File: src/rtl/ibus_mem_responder_pkg.sv
`default_nettype none
// ============================================================================
// ibus_mem_responder_pkg : shared instruction-bus request/response types
// Revision: 1.0
// ============================================================================
package ibus_mem_responder_pkg;

  localparam int unsigned IBUS_ADDR_W = 32;
  localparam int unsigned IBUS_DATA_W = 64;

  typedef struct packed {
    logic                   valid;
    logic [IBUS_ADDR_W-1:0] addr;
  } ibus_req_t;

  typedef struct packed {
    logic                   addr_ok;
    logic                   data_ok;
    logic [IBUS_DATA_W-1:0] data;
  } ibus_resp_t;

endpackage
`default_nettype wire

File: src/rtl/ibus_mem_responder.sv
`default_nettype none
// ============================================================================
// ibus_mem_responder : in-order pipelined instruction read port with flush drop
// Revision: 1.0
// ============================================================================
module ibus_mem_responder
  import ibus_mem_responder_pkg::*;
#(
  parameter int unsigned ADDR_W  = IBUS_ADDR_W,
  parameter int unsigned DATA_W  = IBUS_DATA_W,
  parameter int unsigned MAX_OUT = 4
) (
  input  logic              clk,
  input  logic              reset,
  input  logic              flush,
  input  ibus_req_t         imem_req,
  output ibus_resp_t        imem_resp,
  output logic              mem_req,
  output logic [ADDR_W-1:0] mem_addr,
  input  logic              mem_gnt,
  input  logic              mem_rvalid,
  input  logic [DATA_W-1:0] mem_rdata
);

  localparam int unsigned CNT_W = $clog2(MAX_OUT + 1);

  logic [CNT_W-1:0]  cnt_q, cnt_d;
  logic [CNT_W-1:0]  drop_q, drop_d;
  logic              resp_v_q, resp_v_d;
  logic [DATA_W-1:0] resp_data_q, resp_data_d;

  logic w_full;
  logic w_accept;
  logic w_beat;

  // A returning beat frees its slot in the same cycle, so full only blocks
  // when nothing is coming back.
  assign w_full   = (cnt_q == CNT_W'(MAX_OUT)) && !mem_rvalid;
  assign mem_req  = imem_req.valid && !w_full && !flush && !reset;
  assign mem_addr = ADDR_W'(imem_req.addr);
  assign w_accept = mem_req && mem_gnt;
  assign w_beat   = mem_rvalid && (cnt_q != '0);

  always_comb begin
    imem_resp         = '0;
    imem_resp.addr_ok = w_accept;
    imem_resp.data_ok = resp_v_q && !flush;
    imem_resp.data    = IBUS_DATA_W'(resp_data_q);
  end

  always_comb begin
    cnt_d       = cnt_q + CNT_W'(w_accept) - CNT_W'(w_beat);
    drop_d      = drop_q;
    resp_v_d    = 1'b0;
    resp_data_d = resp_data_q;
    if (flush) begin
      drop_d = cnt_q - CNT_W'(w_beat);
    end else if (w_beat) begin
      if (drop_q == '0) begin
        resp_v_d    = 1'b1;
        resp_data_d = mem_rdata;
      end else begin
        drop_d = drop_q - CNT_W'(1);
      end
    end
  end

  always_ff @(posedge clk or posedge reset) begin
    if (reset) begin
      cnt_q       <= '0;
      drop_q      <= '0;
      resp_v_q    <= 1'b0;
      resp_data_q <= '0;
    end else begin
      cnt_q       <= cnt_d;
      drop_q      <= drop_d;
      resp_v_q    <= resp_v_d;
      resp_data_q <= resp_data_d;
    end
  end

`ifndef SYNTHESIS
  a_drop_le_cnt: assert property (@(posedge clk) disable iff (reset) drop_q <= cnt_q)
    else $error("drop count exceeds outstanding count");
  a_no_stray_rvalid: assert property (@(posedge clk) disable iff (reset) mem_rvalid |-> (cnt_q != '0))
    else $error("mem_rvalid with no outstanding read");
  a_no_data_ok_on_flush: assert property (@(posedge clk) disable iff (reset) flush |-> !imem_resp.data_ok)
    else $error("data_ok asserted during flush");
`endif

endmodule
`default_nettype wire

File: config.mk
export PLATFORM = sky130hd
export DESIGN_NAME = ibus_mem_responder
export DESIGN_NICKNAME = d
export VERILOG_FILES = /design/src/rtl/ibus_mem_responder_pkg.sv /design/src/rtl/ibus_mem_responder.sv
export SDC_FILE = /design/constraint.sdc
export NUM_CORES = 1
export LEC_CHECK = 0
export BUFFER_PORTS_ARGS = -buffer_cell sky130_fd_sc_hd__buf_2
export CAP_MARGIN = 20
export CORE_MARGIN = 10
export CORE_UTILIZATION = 25
export CTS_CLUSTER_DIAMETER = 50
export DETAILED_ROUTE_END_ITERATION = 8
export PLACE_DENSITY_LB_ADDON = 0.25
export SETUP_SLACK_MARGIN = 0.4
export SYNTH_ARGS = -nofsm -noshare
export SYNTH_HDL_FRONTEND = slang
export SYNTH_SLANG_ARGS = --single-unit
File: constraint.sdc
create_clock -name clk -period 2.42 [get_ports clk]
set_clock_uncertainty 0.15 [all_clocks]
set_input_delay 0.242 -clock clk [delete_from_list [all_inputs] [get_ports clk]]
set_output_delay 0.242 -clock clk [all_outputs]
set_load 0.02 [all_outputs]
After elaboration in Yosys (flattened, before gate mapping)
Cells that the tools add are included.
{"block": "op_classes", "n_lt_le_gt_ge": 0, "n_addsub": 4, "div": 0, "multipliers": 0, "mux": 6, "reduce_logical": 16, "shifts": 0, "n_eq_ne": 2, "bitwise_logic": 1}
{"operator": "$mux 3", "n": 3}
{"operator": "$logic_and 1x1->1", "n": 7}
{"operator": "$sub 3x1->3", "n": 2}
{"operator": "$logic_not 1->1", "n": 4}
{"operator": "$add 3x1->3", "n": 1}
{"operator": "$eq 3x3->1 const B", "n": 1}
{"operator": "$logic_not 3->1", "n": 1}
{"operator": "$mux 1", "n": 3}
{"operator": "$reduce_and 3->1", "n": 1}
{"operator": "$reduce_bool 3->1", "n": 1}
{"operator": "$sub 3x1->3 const B", "n": 1}
{"operator": "$ne 2x2->1 const B", "n": 1}
{"operator": "$reduce_and 2->1", "n": 1}
{"operator": "$reduce_bool 2->1", "n": 1}
{"operator": "$not 1->1", "n": 1}
{"block": "word_totals", "elab_cells": 33, "romBits": 0, "latch_bits": 0, "ff_bits": 71, "mem_count": 0, "mem_bits_rw": 0, "inputBits": 102}

Longest topological paths before layout
Gate-level depths: netlist of run 1.
{"block": "logic_depth", "depth_word": 9, "depth_mapped": 9, "ltp_nobuf": 9}

Least setup slack after synthesis of run 1
Ideal clock, no wire load.
{"block": "synth_path", "kind": "flip-flop to flip-flop", "startpoint": "register cnt_q[2]", "endpoint": "register cnt_q[2]", "period_less_slack_ns": 2.938, "setup_ns": 0.124, "slack_ns": -0.518, "arrival_time_ns": 2.664, "stages_incl_launch_ff": 10, "cell_sequence": "dfrtp_1 nor4b_1 nor4b_1 nand2_1 ha_1 inv_1 ha_1 fa_1 xnor2_1 xnor2_1"}
{"block": "synth_between", "elab_chain_len": 9, "elab_cells_between_ends": 11, "classes_between": "add/sub (2); eq/ne (1); reduce/logical (8)"}
{"item": "start: declaration", "line": "ibus_mem_responder.sv:27", "rtl": "logic [CNT_W-1:0] cnt_q, cnt_d;"}
{"item": "start signal: assignment", "line": "ibus_mem_responder.sv:75", "rtl": "cnt_q <= cnt_d;"}
{"item": "$eq 3x3->1", "line": "ibus_mem_responder.sv:38", "rtl": "assign w_full = (cnt_q == CNT_W'(MAX_OUT)) && !mem_rvalid;"}
{"item": "$logic_and 1x1->1", "line": "ibus_mem_responder.sv:38"}
{"item": "$logic_not 1->1", "line": "ibus_mem_responder.sv:39", "rtl": "assign mem_req = imem_req.valid && !w_full && !flush && !reset;"}
{"item": "$logic_and 1x1->1 (3 in series)", "line": "ibus_mem_responder.sv:39"}
{"item": "via mem_req", "line": "ibus_mem_responder.sv:18", "rtl": "output logic mem_req,"}
{"item": "$logic_and 1x1->1", "line": "ibus_mem_responder.sv:41", "rtl": "assign w_accept = mem_req && mem_gnt;"}
{"item": "$add 3x1->3", "line": "ibus_mem_responder.sv:52", "rtl": "cnt_d = cnt_q + CNT_W'(w_accept) - CNT_W'(w_beat);"}
{"item": "$sub 3x1->3", "line": "ibus_mem_responder.sv:52"}
{"item": "via cnt_d[2]", "line": "ibus_mem_responder.sv:27"}
The timed path passes the listed nets, and every way through them passes these cells.
A chain may end at the register's enable or synchronous reset.

Worst setup path in the final report of run 1
{"block": "layout_path", "startpoint": "register cnt_q[2]", "endpoint": "register cnt_q[2]"}
{"block": "layout_between", "elab_chain_len": 9, "elab_cells_between_ends": 11, "classes_between": "add/sub (2); eq/ne (1); reduce/logical (8)"}
{"item": "$eq 3x3->1", "line": "ibus_mem_responder.sv:38"}
{"item": "$logic_and 1x1->1", "line": "ibus_mem_responder.sv:38"}
{"item": "$logic_not 1->1", "line": "ibus_mem_responder.sv:39"}
{"item": "$logic_and 1x1->1 (3 in series)", "line": "ibus_mem_responder.sv:39"}
{"item": "$logic_and 1x1->1", "line": "ibus_mem_responder.sv:41"}
{"item": "$add 3x1->3", "line": "ibus_mem_responder.sv:52"}
{"item": "$sub 3x1->3 *", "line": "ibus_mem_responder.sv:52"}
{"item": "via cnt_d[2]", "line": "ibus_mem_responder.sv:27"}
Mark *: on every way through the listed nets, which the timed path passes. The rest lies on a longest branch.

==> flow_summary.ini, run 1 <==
[timing]
slew_headroom_pct = 64.0
rsz0062_at_grt = true
final.setup.tns_ns = 0
hold_ws_ns = 0.110
tightest_slew_ns = 0.541
period_share_pct = 92.3
fmax_mhz = 448
hold_viol = 0
drv_slew = 0
setup_viol = 0
fin_crit_ns = 2.23

[yosys]
synth_area_per_cell_um2 = 15.2
async_flop_share_pct = 100
synthTopCellsByCount = dfrtp_1, mux2_4, buf_4, mux2_2, inv_1
synth_nets = 325
synth_area_leaders = dfrtp_1, mux2_4, buf_4
synth-seq-cells = 71
synth.most_common_cell = dfrtp_1
ys_warn_count = 0
synth-edff-count = 0
synth_top_area_share_pct = 54.0
ys.flop_type = dfrtp_1
ys_seq_area_share_pct = 54.0
yosysUniqueCellTypes = 27
synth_largest_area_cell = dfrtp_1
syn_inst = 216
syn_area_um2 = 3290

[cts]
cts_sinks = 71
cts_tree = done
cts_buffer_depth = 2
cts_made_buffers = 9
htree_levels = 3
clock_latency_ns = 0.33
root_buffer = clkbuf_16
clkTransAtPathRegs_ns = 0.05

[die]
die_y_um = 135
ioPinCount = 201
start_util_pct = 25.7
core_area_um2 = 12800
fp-row-count = 41
die_x_um = 135
die-area_um2 = 18100

[power]
p_int_uw = 3830
p_clk_share_pct = 19.9
ir_worst_vdd_mv = 0.449
power.static_leakage_uw = 0.00262
power_frac_seq_pct = 35.2
power_density_nw_per_um2 = 1210
comb_power_share_pct = 44.9
netSwitchingFraction_pct = 35.8
switching_power_uw = 2130

[worst_setup_path]
r2r-start = cnt_q[2]$_DFF_PP0_
startpoint_type = flip-flop
cp_max_fo = 3
crit_arrival_ns = 2.29
worstPathRequired_ns = 2.48
critPathLaunch = cnt_q[2]$_DFF_PP0_
cp-end-kind = flip-flop
critical_path_class = reg2reg

[detailed_routing]
dr_total_vias = 2231
drc = 0
drtIter0Drc = 62
firstDrtPassIters = 4
wl_per_cell_um = 14.5
via_per_inst = 3.91
wl_um = 8310
final_antenna_net_count = 0

[worst_hold_path]
hold_start = flush
hp-class = in2reg

[place]
io_buffers = 136
dp_hpwl_um = 5670
gp_congestion = 0.730
dpl.cell_count = 488

[global_route]
grt_max_degree = 41
grt_overflow = 0
antenna_found_initial = 0
grt_pass1_vias = 2643
grt_usage_pct = 9.41
grt_first_pass_wirelength_um = 13500

[cells_and_area]
post-route-util_pct = 38.6
diodes = 0
drive_gt1_share_pct = 58.4
areaGrowthSynthToFinish_pct = 50.0
nets = 503
register_area_um2 = 1780
fillers = 1204
finalNonFillerCells = 571
multi_input_area_um2 = 1210

[status]
status = completed

[run]
drv_cap = 0
-- sequential cells by signal, summed over array words and instances, names as in the netlist --
signal and count:
resp_data_q 64, cnt_q 3, drop_q 3, resp_v_q 1
-- layout make-up --
class	instances	area share (%)
inverters	11	0.913
multi-input cells	93	24.5
repair buffers	208	28.7
clock buffers	13	5.07
flip-flops and latches	71	36.0
clock inverters	3	0.380
well taps	172	4.36
-- cells by family (layout without fill, tap and decap cells) --
| kind of cell | Yosys count | in the layout | synth area share [%] |
|---|---|---|---|
| adders and majority gates | 7 | 7 | 2.89 |
| muxes | 64 | 64 | 27.5 |
| and+or+nand+nor | 10 | 10 | 1.83 |
| AOI/OAI and AO/OA | 9 | 9 | 1.83 |
| DFF | 71 | 71 | 54.0 |
| buffers and inverters | 52 | 235 | 11.1 |
| xor gates and xnor gates | 3 | 3 | 0.799 |
-- through the flow --
step	setup slack, ns	power, µW	cell area [µm²]
floorplan	0.0276	3910	3330
global placement	0.148	4660	3950
detailed placement	0.103	4670	3950
CTS	0.158	6050	4910
global route	0.0598	6370	4930
finish	0.186	5970	4930
-- placed cells by master (no fill, tap or decap), types with 2 or more instances in the layout --
cell	count
buf_2	135
xnor2_1	2
ha_1	4
buf_12	2
dlygate4sd3_1	65
mux2_4	49
a21oi_1	2
inv_1	10
buf_4	5
clkinv_2	2
nor4b_4	2
ha_2	2
dfrtp_1	70
clkbuf_1	3
nand2_1	2
mux2_2	15
clkbuf_16	9
-- routing by layer --
metal	share of wire (%)	wire, µm	track usage [%]	up-vias
li1	-	-	-	1053
met1	41	3450	10.3	1057
met2	46	3860	14.7	99
met3	10	836	4.41	22
met4	2.0	165	5.26	0
met5	0	0	0	-
-- power groups by stage --
stage               Clock (µW)  Combinational (µW)  Sequential [µW]
global placement             0                2570             2090
floorplan                    0                1150             2770
CTS                       1250                2700             2100
finish                    1190                2680             2100
detailed placement           0                2570             2100
global route              1300                2880             2190
-- path summary, 6_finish.rpt --
| path | endpoint | cells after the start | slack [ns] |
|---|---|---|---|
| min in group asynchronous | resp_data_q[45]$_DFFE_PP0P_ | 4 | 0.49 |
| max reg2reg | cnt_q[2]$_DFF_PP0_ | 9 | 0.19 |
| min | drop_q[2]$_DFFE_PP0P_ | 2 | 0.11 |
| min reg2reg | resp_data_q[49]$_DFFE_PP0P_ | 1 | 0.35 |
| max | cnt_q[2]$_DFF_PP0_ | 9 | 0.19 |
| max in group asynchronous | cnt_q[0]$_DFF_PP0_ | 4 | 1.18 |
-- critical path, cell delays in order, from the launching register on --
cell,delay [ns]
dfrtp_1,0.41
nor4b_4,0.15
nor4b_4,0.22
nand2_1,0.09
ha_1,0.28
inv_1,0.04
ha_2,0.16
fa_2,0.35
xnor2_2,0.14
xnor2_1,0.12
-- repair_timing --
item                                    CTS  global route
hold buffers                             65             0
gates cloned                              0             0
endpoints found under the setup margin   32            65
pin swaps                                 1             1
resized for setup                         4             7
setup buffers                             2             0
hold endpoints to repair                135             0
Note: power is estimated with default switching activity, not from simulation.
==> inputs of run 2 (changes only) <==
--- a/config.mk
+++ b/config.mk
@@ -5,7 +5,7 @@
 export SDC_FILE = /design/constraint.sdc
 export NUM_CORES = 1
 export LEC_CHECK = 0
-export BUFFER_PORTS_ARGS = -buffer_cell sky130_fd_sc_hd__buf_2
+export BUFFER_PORTS_ARGS = -buffer_cell sky130_fd_sc_hd__clkbuf_2
 export CAP_MARGIN = 20
 export CORE_MARGIN = 10
 export CORE_UTILIZATION = 25
==> run 2 against run 1 <==
Via count rose by 1.6%. Global-route usage up 0.12 points. Sequential power hardly changed. Wire length rose by 4.6%. Combinational power is essentially flat. Fmax down 2.0%. Die area stayed put. Clock-buffer cell count decreased by 3. Worst setup slack worse by 0.045 ns. Critical path depth unchanged.
==> flow_summary.ini, run 2 (same netlist as run 1, synthesis figures left out) <==
[worst_hold_path]
hold_depth = 3
hp-class = in2reg

[cells_and_area]
top_regs = resp_data_q x64, cnt_q x3, drop_q x3
final_common_cell = clkbuf_2
drive_gt1_share_pct = 59.2
fillers = 1190
areaGrowthSynthToFinish_pct = 53.7
nets = 508
regMostFlops = resp_data_q
largest_reg_flops = 64
diodes = 0
mostFrequentLayoutCells = clkbuf_2, dfrtp_1, dlygate4sd3_1

[cts]
root_buffer = clkbuf_16
cts_sinks = 71
clock_latency_ns = 0.33
cts_tree = done
cts_made_buffers = 9
cts_buffer_depth = 2
clkTransAtPathRegs_ns = 0.05
htree_levels = 3

[die]
die_y_um = 135
ioPinCount = 201
fp-row-count = 41
core_area_um2 = 12800
die_x_um = 135
die-area_um2 = 18100
start_util_pct = 25.7

[place]
dp_hpwl_um = 5800
io_buffers = 136
gp_congestion = 0.726
dpl_worst_slack_ns = 0.116

[global_route]
grt_overflow = 0
grt_max_degree = 46
grt_usage_pct = 9.53
grt_pass1_vias = 2606
grt_first_pass_wirelength_um = 13500
antenna_found_initial = 0

[timing]
setup_ws_ns = 0.141
rsz0062_at_grt = true
fin_crit_ns = 2.28
tightest_slew_ns = 0.607
fmax_mhz = 439
final.setup.tns_ns = 0
hold_viol = 0
period_share_pct = 94.2
drv_slew = 0
setup_viol = 0
slew_headroom_pct = 59.5
hold_ws_ns = 0.166

[detailed_routing]
firstDrtPassIters = 4
drc = 0
wl_per_cell_um = 15.1
via_per_inst = 3.93
drtIter0Drc = 60
wl_um = 8690
dr_total_vias = 2266
final_antenna_net_count = 0

[power]
p_total_uw = 6150
ir_worst_vdd_mv = 0.486
power_density_nw_per_um2 = 1220
power.static_leakage_uw = 0.00268

[worst_setup_path]
crit_arrival_ns = 2.34
worstRegToRegCells = 9
startpoint_type = flip-flop
worstPathRequired_ns = 2.48
critical_path_class = reg2reg
cp_max_fo = 3
cp-end-kind = flip-flop

[run]
drv_cap = 0

[status]
status = completed
==> run 2: through the flow <==
step / util [%] / cell area (µm²) / instances
floorplan: - / 3330 / 216
global placement: 31.1 / 3980 / 488
detailed placement: 31.1 / 3980 / 488
CTS: 38.8 / 4960 / 572
global route: 39.6 / 5050 / 576
finish: 39.6 / 5050 / 576
==> run 2: timing repair <==
action                                 4_1_cts  5_1_grt
gates resized for setup                      1        8
endpoints found under the hold margin       90        0
setup buffers                                3        2
cloned                                       0        2
hold buffers                                65        0
pin swaps                                    1        5
setup endpoints to repair                   59       65
==> run 2: worst paths after layout <==
kind / slack (ns) / endpoint / startpoint
max: 0.14 / cnt_q[2]$_DFF_PP0_ / cnt_q[2]$_DFF_PP0_
min: 0.17 / drop_q[2]$_DFFE_PP0P_ / flush
max reg2reg: 0.14 / cnt_q[2]$_DFF_PP0_ / cnt_q[2]$_DFF_PP0_
min reg2reg: 0.35 / resp_data_q[58]$_DFFE_PP0P_ / resp_data_q[58]$_DFFE_PP0P_
max in group asynchronous: 1.05 / resp_data_q[15]$_DFFE_PP0P_ / reset
min in group asynchronous: 0.43 / resp_data_q[45]$_DFFE_PP0P_ / reset
==> run 2: worst max-delay path, stage by stage (launching register included) <==
cell	delay [ns]
dfrtp_1	0.41
nor4b_4	0.15
nor4b_4	0.22
nand2_1	0.10
ha_1	0.28
inv_1	0.04
ha_2	0.17
fa_2	0.37
xnor2_2	0.15
xnor2_1	0.12
==> run 2: layout make-up <==
class | count | area (µm²) | share of cell area, %
Sequential cell | 71 | 1780 | 35.2
Timing Repair Buffer | 213 | 1510 | 29.8
Multi-Input combinational cell | 93 | 1210 | 23.9
Clock buffer | 10 | 239 | 4.73
Tap cell | 172 | 215 | 4.26
Clock inverter | 6 | 60.1 | 1.19
Inverter | 11 | 45.0 | 0.891
==> run 2: routing by layer <==
| metal | GRT usage (%) | routed length (µm) | up-vias |
|---|---|---|---|
| li1 | - | - | 1064 |
| met1 | 10.3 | 3410 | 1082 |
| met2 | 15.0 | 4210 | 99 |
| met3 | 4.64 | 882 | 21 |
| met4 | 5.32 | 190 | 0 |
| met5 | 0 | 0 | - |
==> run 2: power by group <==
group | leakage (µW) | total, µW | internal [µW] | switching, µW
combinational | 0.00166 | 2710 | 1350 | 1360
sequential | 0.000878 | 2130 | 1780 | 350
clock | 0.000144 | 1310 | 819 | 492
total | 0.00268 | 6150 | 3950 | 2200
